**src/rtl/seq_divider.sv**
```systemverilog
// -----------------------------------------------------------------------------
// seq_divider
//
// Multi-cycle restoring divider that undoes the team's combinational
// product = var1 * var2 datapath. It takes a product-width dividend and an
// operand-width divisor, then produces one quotient bit per clock.
// A start/done handshake drives each operation.
//
// Parameters
//   DIVIDEND_W  dividend / quotient width (multiplier product width)
//   DIVISOR_W   divisor / remainder width (multiplier operand width)
//
// Ports
//   clk          single clock; all state updates on the rising edge
//   rst          synchronous, active-high reset
//   start        request a division; sampled only while busy = 0
//   dividend     unsigned dividend, captured on the accepting edge
//   divisor      unsigned divisor, captured on the accepting edge
//   busy         high while an operation is in flight (state RUN)
//   done         one-cycle pulse while the results are newly valid
//   quotient     unsigned quotient, held until the next accepted start
//   remainder    unsigned remainder, held until the next accepted start
//   div_by_zero  set with done when the captured divisor was zero
//
// Latency: a nonzero divisor takes DIVIDEND_W cycles in RUN, then one cycle
// in DONE. A zero divisor skips RUN and reaches DONE on the accepting edge.
// -----------------------------------------------------------------------------
module seq_divider #(
    parameter int DIVIDEND_W = 16,
    parameter int DIVISOR_W  = 8
) (
    input  logic                  clk,
    input  logic                  rst,
    input  logic                  start,
    input  logic [DIVIDEND_W-1:0] dividend,
    input  logic [DIVISOR_W-1:0]  divisor,
    output logic                  busy,
    output logic                  done,
    output logic [DIVIDEND_W-1:0] quotient,
    output logic [DIVISOR_W-1:0]  remainder,
    output logic                  div_by_zero
);

    localparam int CNT_W = (DIVIDEND_W > 1) ? $clog2(DIVIDEND_W) : 1;
    localparam logic [CNT_W-1:0] LAST_STEP = CNT_W'(DIVIDEND_W - 1);

    typedef enum logic [1:0] {
        IDLE,
        RUN,
        DONE
    } state_t;

    state_t state, state_next;

    // Working registers. They never drive the outputs directly, so the
    // intermediate shift values stay invisible to the outside.
    logic [DIVIDEND_W-1:0] q_r;      // dividend in, quotient bits out
    logic [DIVISOR_W:0]    rem_r;    // partial remainder, one guard bit
    logic [DIVISOR_W-1:0]  div_r;    // latched divisor
    logic [CNT_W-1:0]      count;

    logic accept;
    logic zero_div;
    logic last_step;

    // Restoring step signals
    logic [DIVISOR_W:0]    rem_shift;
    logic [DIVISOR_W:0]    div_ext;
    logic                  take;
    logic [DIVISOR_W:0]    rem_step;
    logic [DIVIDEND_W-1:0] q_step;

    // start is honoured in IDLE and in the DONE cycle. That gives
    // back-to-back throughput of one operation per DIVIDEND_W+1 cycles.
    assign accept    = start && (state != RUN);
    assign zero_div  = (divisor == '0);
    assign last_step = (count == LAST_STEP);

    // Shift the next dividend bit into the partial remainder. Then subtract
    // the divisor if it fits. The compare and subtract are DIVISOR_W+1 bits
    // wide. The result is always < divisor, so it fits back in DIVISOR_W bits
    // plus the guard bit.
    assign rem_shift = {rem_r[DIVISOR_W-1:0], q_r[DIVIDEND_W-1]};
    assign div_ext   = {1'b0, div_r};
    assign take      = (rem_shift >= div_ext);
    assign rem_step  = take ? (rem_shift - div_ext) : rem_shift;
    assign q_step    = {q_r[DIVIDEND_W-2:0], take};

    // -------------------------------------------------------------------------
    // State register
    // -------------------------------------------------------------------------
    // NOTE: sequential state uses non-blocking assignments so every register
    // samples pre-edge values; blocking here would create order-dependent races.
    always_ff @(posedge clk) begin
        if (rst) begin
            state <= IDLE;
        end else begin
            state <= state_next;
        end
    end

    // -------------------------------------------------------------------------
    // Next-state and handshake outputs
    // -------------------------------------------------------------------------
    // NOTE: every signal driven here gets a default first, so no path leaves
    // one unassigned and no latch is inferred.
    always_comb begin
        state_next = state;
        busy       = 1'b0;
        done       = 1'b0;

        unique case (state)
            IDLE: begin
                if (start) begin
                    state_next = zero_div ? DONE : RUN;
                end
            end

            RUN: begin
                busy = 1'b1;
                if (last_step) begin
                    state_next = DONE;
                end
            end

            DONE: begin
                done = 1'b1;
                if (start) begin
                    state_next = zero_div ? DONE : RUN;
                end else begin
                    state_next = IDLE;
                end
            end

            default: begin
                state_next = IDLE;
            end
        endcase
    end

    // -------------------------------------------------------------------------
    // Datapath and result registers
    // -------------------------------------------------------------------------
    always_ff @(posedge clk) begin
        if (rst) begin
            q_r         <= '0;
            rem_r       <= '0;
            div_r       <= '0;
            count       <= '0;
            quotient    <= '0;
            remainder   <= '0;
            div_by_zero <= 1'b0;
        end else if (accept) begin
            div_r <= divisor;
            q_r   <= dividend;
            rem_r <= '0;
            count <= '0;
            if (zero_div) begin
                // Division by zero goes straight to DONE with the
                // conventional saturated result.
                quotient    <= '1;
                remainder   <= dividend[DIVISOR_W-1:0];
                div_by_zero <= 1'b1;
            end else begin
                // The previous results stay visible during the new run.
                // Only the error flag is cleared here.
                div_by_zero <= 1'b0;
            end
        end else if (state == RUN) begin
            q_r   <= q_step;
            rem_r <= rem_step;
            count <= count + 1'b1;
            if (last_step) begin
                // The results are published only when the FSM enters DONE.
                quotient  <= q_step;
                remainder <= rem_step[DIVISOR_W-1:0];
            end
        end
    end

endmodule

```
**config.mk**
```make
export PLATFORM = sky130hd
export DESIGN_NAME = seq_divider
export DESIGN_NICKNAME = d
export VERILOG_FILES = /design/src/rtl/seq_divider.sv
export SDC_FILE = /design/constraint.sdc
export NUM_CORES = 1
export LEC_CHECK = 0
export CORE_AREA = 2 2 86 130
export DETAILED_ROUTE_END_ITERATION = 6
export DIE_AREA = 0 0 88 132
export PLACE_DENSITY = 0.52
export SYNTH_ARGS = -nofsm -noshare
export SYNTH_HDL_FRONTEND = slang
export SYNTH_SLANG_ARGS = --single-unit
```
**constraint.sdc**
```tcl
create_clock -name clk -period 2.5 [get_ports clk]
set_input_delay 0.5 -clock clk [delete_from_list [all_inputs] [get_ports clk]]
set_output_delay 0.5 -clock clk [all_outputs]
set_load 0.01 [all_outputs]
```
==> impl_summary.txt <==
----------------------------------------------------
[Drt]
  Via-to-Cell Ratio ... 4.82
  Vias post-DR ... 2,751
  Drt drc ... 0
  Antenna violation net count after detailed routing ... 0
  Final wirelength ... 7900 um
  Average wire per cell in the routed design ... 13.8 um
  1st-iter DRT viols ... 84
  First-pass iteration count of the detailed router ... 5

[Floorplanning]
  Core Footprint ... 10,400 um^2
  Die width ... 88 um
  Total Die Area ... 11,600 um^2
  Num rows ... 46
  Initial core utilization ... 29.7%
  Total I/O pin count ... 54
  Height of the chip ... 132 um

[Setup path]
  Slowest cell on crit path ... sky130_fd_sc_hd__ha_1
  Count of buffering cells on the critical path with inverters included ... 3
  Kind of cell adding the most delay to the critical path ... compound AO/OA/AOI/OAI gates
  WP depth ... 8
  Kind of launch point of the worst setup path ... flop
  CP max stage delay ... 0.42 ns
  Worst-path fanout max ... 15
  Worst Path Required ... 2.68 ns
  Critical path, cell by cell ... inv_1 -> ha_1 -> inv_2 -> o31a_1 -> o221ai_4 -> buf_12 -> mux2i_1 -> o22ai_1
  Critical path data arrival time ... 2.39 ns
  Internal reg-to-reg setup slack ... 0.29 ns
  Category of the most critical setup path ... flop to flop
  FF-to-FF path depth ... 8
  Capturing element type of the critical path ... flop

[Power]
  LEAKAGE ... 1.56 nW
  VDD IR-drop max ... 0.312 mV
  Pwr Total ... 2.71 mW
  Power density normalized to cell area ... 669 nW/um^2

[STA]
  Ratio of final minimum period to clock period ... 88.3%
  Count of endpoints failing hold in the final timing report ... 0
  Slew at the pin closest to its max-slew limit ... 0.958 ns
  Worst hold margin ... 0.455 ns
  Maximum clock rate ... 453 MHz
  Clock period minus worst slack ... 2.21 ns
  Clock skew after layout ... 0.00330 ns
  Slew Viols, Final ... 0
  Worst Slack Setup Final ... 0.292 ns
  RSZ-0062 raised after global routing ... no
  Sum of negative setup slack ... 0 ns
  Worst relative slew slack ... 36.1%
  Final setup vio count ... 0

[Synth]
  Top_reg_cell synth ... sky130_fd_sc_hd__dfxtp_1
  Portion of the post-synthesis area used by sequential elements ... 40.8%
  Fraction of post-synthesis cell area in the top cell type by area ... 40.8%
  Distinct cells, synth ... 49
  Synth Cell Area ... 3090 um^2
  Syn_nets ... 408
  Flip-flop and latch count after synthesis ... 63
  Avg Cell Area, Syn ... 8.33 um^2
  Library cell with the largest summed area after synthesis ... sky130_fd_sc_hd__dfxtp_1
  Fraction of registers with async set or reset after synthesis ... 0%
  Most area-consuming cells after synthesis ... sky130_fd_sc_hd__dfxtp_1, sky130_fd_sc_hd__nor2_1, sky130_fd_sc_hd__mux2i_1
  Count of mapped cells out of synthesis ... 371
  Yosys warns ... 0
  Number of synthesized flops with an enable pin ... 0

[Finish]
  Commonest cells after routing, fill and taps aside ... sky130_fd_sc_hd__nor2_1, sky130_fd_sc_hd__dfxtp_1, sky130_fd_sc_hd__clkdlybuf4s50_1, sky130_fd_sc_hd__nand2_1, sky130_fd_sc_hd__a21oi_1
  Combined area of the multi-input logic cells ... 1660 um^2
  Net total in the final layout ... 460
  Area growth from synthesis to final layout ... 31.3%
  Number of filler cells placed in the layout ... 1,087
  Area taken by flip-flops and latches ... 1260 um^2
  Leading cell type in the layout, fill and taps excluded ... sky130_fd_sc_hd__nor2_1
  Antenna diode count ... 0
  End-of-flow core utilization ... 39.0%
  Share of cells above drive strength 1 ... 9.84%

[Global route]
  Maximum number of pins on one net before global-route repair ... 53
  GRT Total Usage ... 14.2%
  Residual overflow from global routing ... 0
  Number of global-route vias before repair ... 2,615
  Number of antenna violations at the first check in global routing ... 0
  Global-route wire length before repair ... 12,800 um

[Place]
  HPWL after detailed placement ... 5890 um
  Count of input and output buffers ... 53
  Post-placement worst setup slack ... 0.0630 ns
  Final estimated routing congestion in global placement ... 0.777

[Clock tree]
  Number of H-tree levels ... 3
  Post_cts resized ... 0
  Total of hold buffers inserted after clock tree synthesis ... 0
  Root buffer selected by CTS ... sky130_fd_sc_hd__clkbuf_16
  Clk pin slew, worst setup/hold paths ... 0.05 ns
  Later-pin clock latency in the skew report ... 0.32 ns
  Maximum root-to-sink buffer count ... 2
  Clock tree from TritonCTS ... done
  TritonCTS Buffers ... 9
  Setup bufs post-CTS ... 0
  TritonCTS sink count ... 63

[Hold path]
  Cell count of the worst hold path ... 2
  Kind of path behind the tightest hold check ... flop to flop

[Outcome]
  Status ... complete, no violations

[Run]
  Number of max-cap violations ... 0

----------------------------------------------------
-- per-stage QoR --
step	instance area (um^2)	cells
CTS	4060	571
global route	4060	571
floorplan	3090	371
global placement	3790	556
detailed placement	3790	556
finish	4060	571
-- final timing paths --
check	endpoint	startpoint
max	remainder[5]$_SDFFE_PP0P_	div_r[5]$_SDFFE_PP0P_
min	div_r[2]$_SDFFE_PP0P_	div_r[2]$_SDFFE_PP0P_
max reg2reg	remainder[5]$_SDFFE_PP0P_	div_r[5]$_SDFFE_PP0P_
min reg2reg	div_r[2]$_SDFFE_PP0P_	div_r[2]$_SDFFE_PP0P_
-- final cells by class --
type,count,share of cell area [%]
tap,144,4.44
sequential,63,31.1
clock inverter,4,0.555
inverter,17,1.57
clock buffer,11,5.98
multi-input combinational,267,40.9
timing repair buffer,65,15.5
-- synthesized netlist by cell type, types with 2 or more instances --
cell                       number
sky130_fd_sc_hd__a2111o_1       2
sky130_fd_sc_hd__a211oi_1       8
sky130_fd_sc_hd__a21o_1         2
sky130_fd_sc_hd__a21oi_1       22
sky130_fd_sc_hd__a311oi_1       8
sky130_fd_sc_hd__a31oi_1       11
sky130_fd_sc_hd__buf_1          2
sky130_fd_sc_hd__buf_2          2
sky130_fd_sc_hd__clkbuf_1      18
sky130_fd_sc_hd__dfxtp_1       63
sky130_fd_sc_hd__ha_1           9
sky130_fd_sc_hd__inv_1         15
sky130_fd_sc_hd__inv_2          2
sky130_fd_sc_hd__mux2i_1       15
sky130_fd_sc_hd__nand2_1       23
sky130_fd_sc_hd__nand2b_1      13
sky130_fd_sc_hd__nand3_1       13
sky130_fd_sc_hd__nand4_1        4
sky130_fd_sc_hd__nand4_2        2
sky130_fd_sc_hd__nor2_1        64
sky130_fd_sc_hd__nor2b_1        3
sky130_fd_sc_hd__nor3_1        16
sky130_fd_sc_hd__nor3b_1        2
sky130_fd_sc_hd__nor4_2         2
sky130_fd_sc_hd__o211ai_1       4
sky130_fd_sc_hd__o21ai_0        8
sky130_fd_sc_hd__o22ai_1        8
sky130_fd_sc_hd__o31a_1         2
sky130_fd_sc_hd__or2_2          3
sky130_fd_sc_hd__or3_1          2
sky130_fd_sc_hd__xnor2_1        4
sky130_fd_sc_hd__xor2_1         2
-- sequential cells by signal, indices dropped and copies added (netlist names) --
| signal | cells |
|---|---|
| q_r | 16 |
| quotient | 16 |
| div_r | 8 |
| rem_r | 8 |
| remainder | 8 |
| count | 4 |
| state | 2 |
| div_by_zero | 1 |
-- metal layers --
layer  part of all wire (%)  vias to the layer above  routed length, um  GRT usage [%]
met5                      0                        -                  0              0
met1                     42                     1288               3300           16.3
li1                       -                     1413                  -              -
met2                     53                       42               4180           24.7
met4                    2.3                        0                182           5.90
met3                    3.0                        8                234           2.94
-- worst register-to-register path: cells and delay by family (launching register included) --
kind            cells  cell delay, ns
flops               1            0.33
mux                 1            0.31
buf+inv             3            0.34
compound gates      3            0.67
fa+ha+maj           1            0.43
-- cell families after synthesis --
kind of cell,share of synthesized area (%)
and+or+nand+nor,23.9
AOI/OAI and AO/OA,18.9
DFF,40.8
buffers and inverters,5.55
muxes,4.86
adders and majority gates,4.29
xor gates and xnor gates,1.70
-- power breakdown --
part / internal (mW) / total, mW / switching [mW]
Sequential: 1.05 / 1.09 / 0.0345
Combinational: 0.241 / 0.526 / 0.285
Clock: 0.685 / 1.10 / 0.417
Total: 1.98 / 2.71 / 0.736
(Power assumes the default switching activity.)
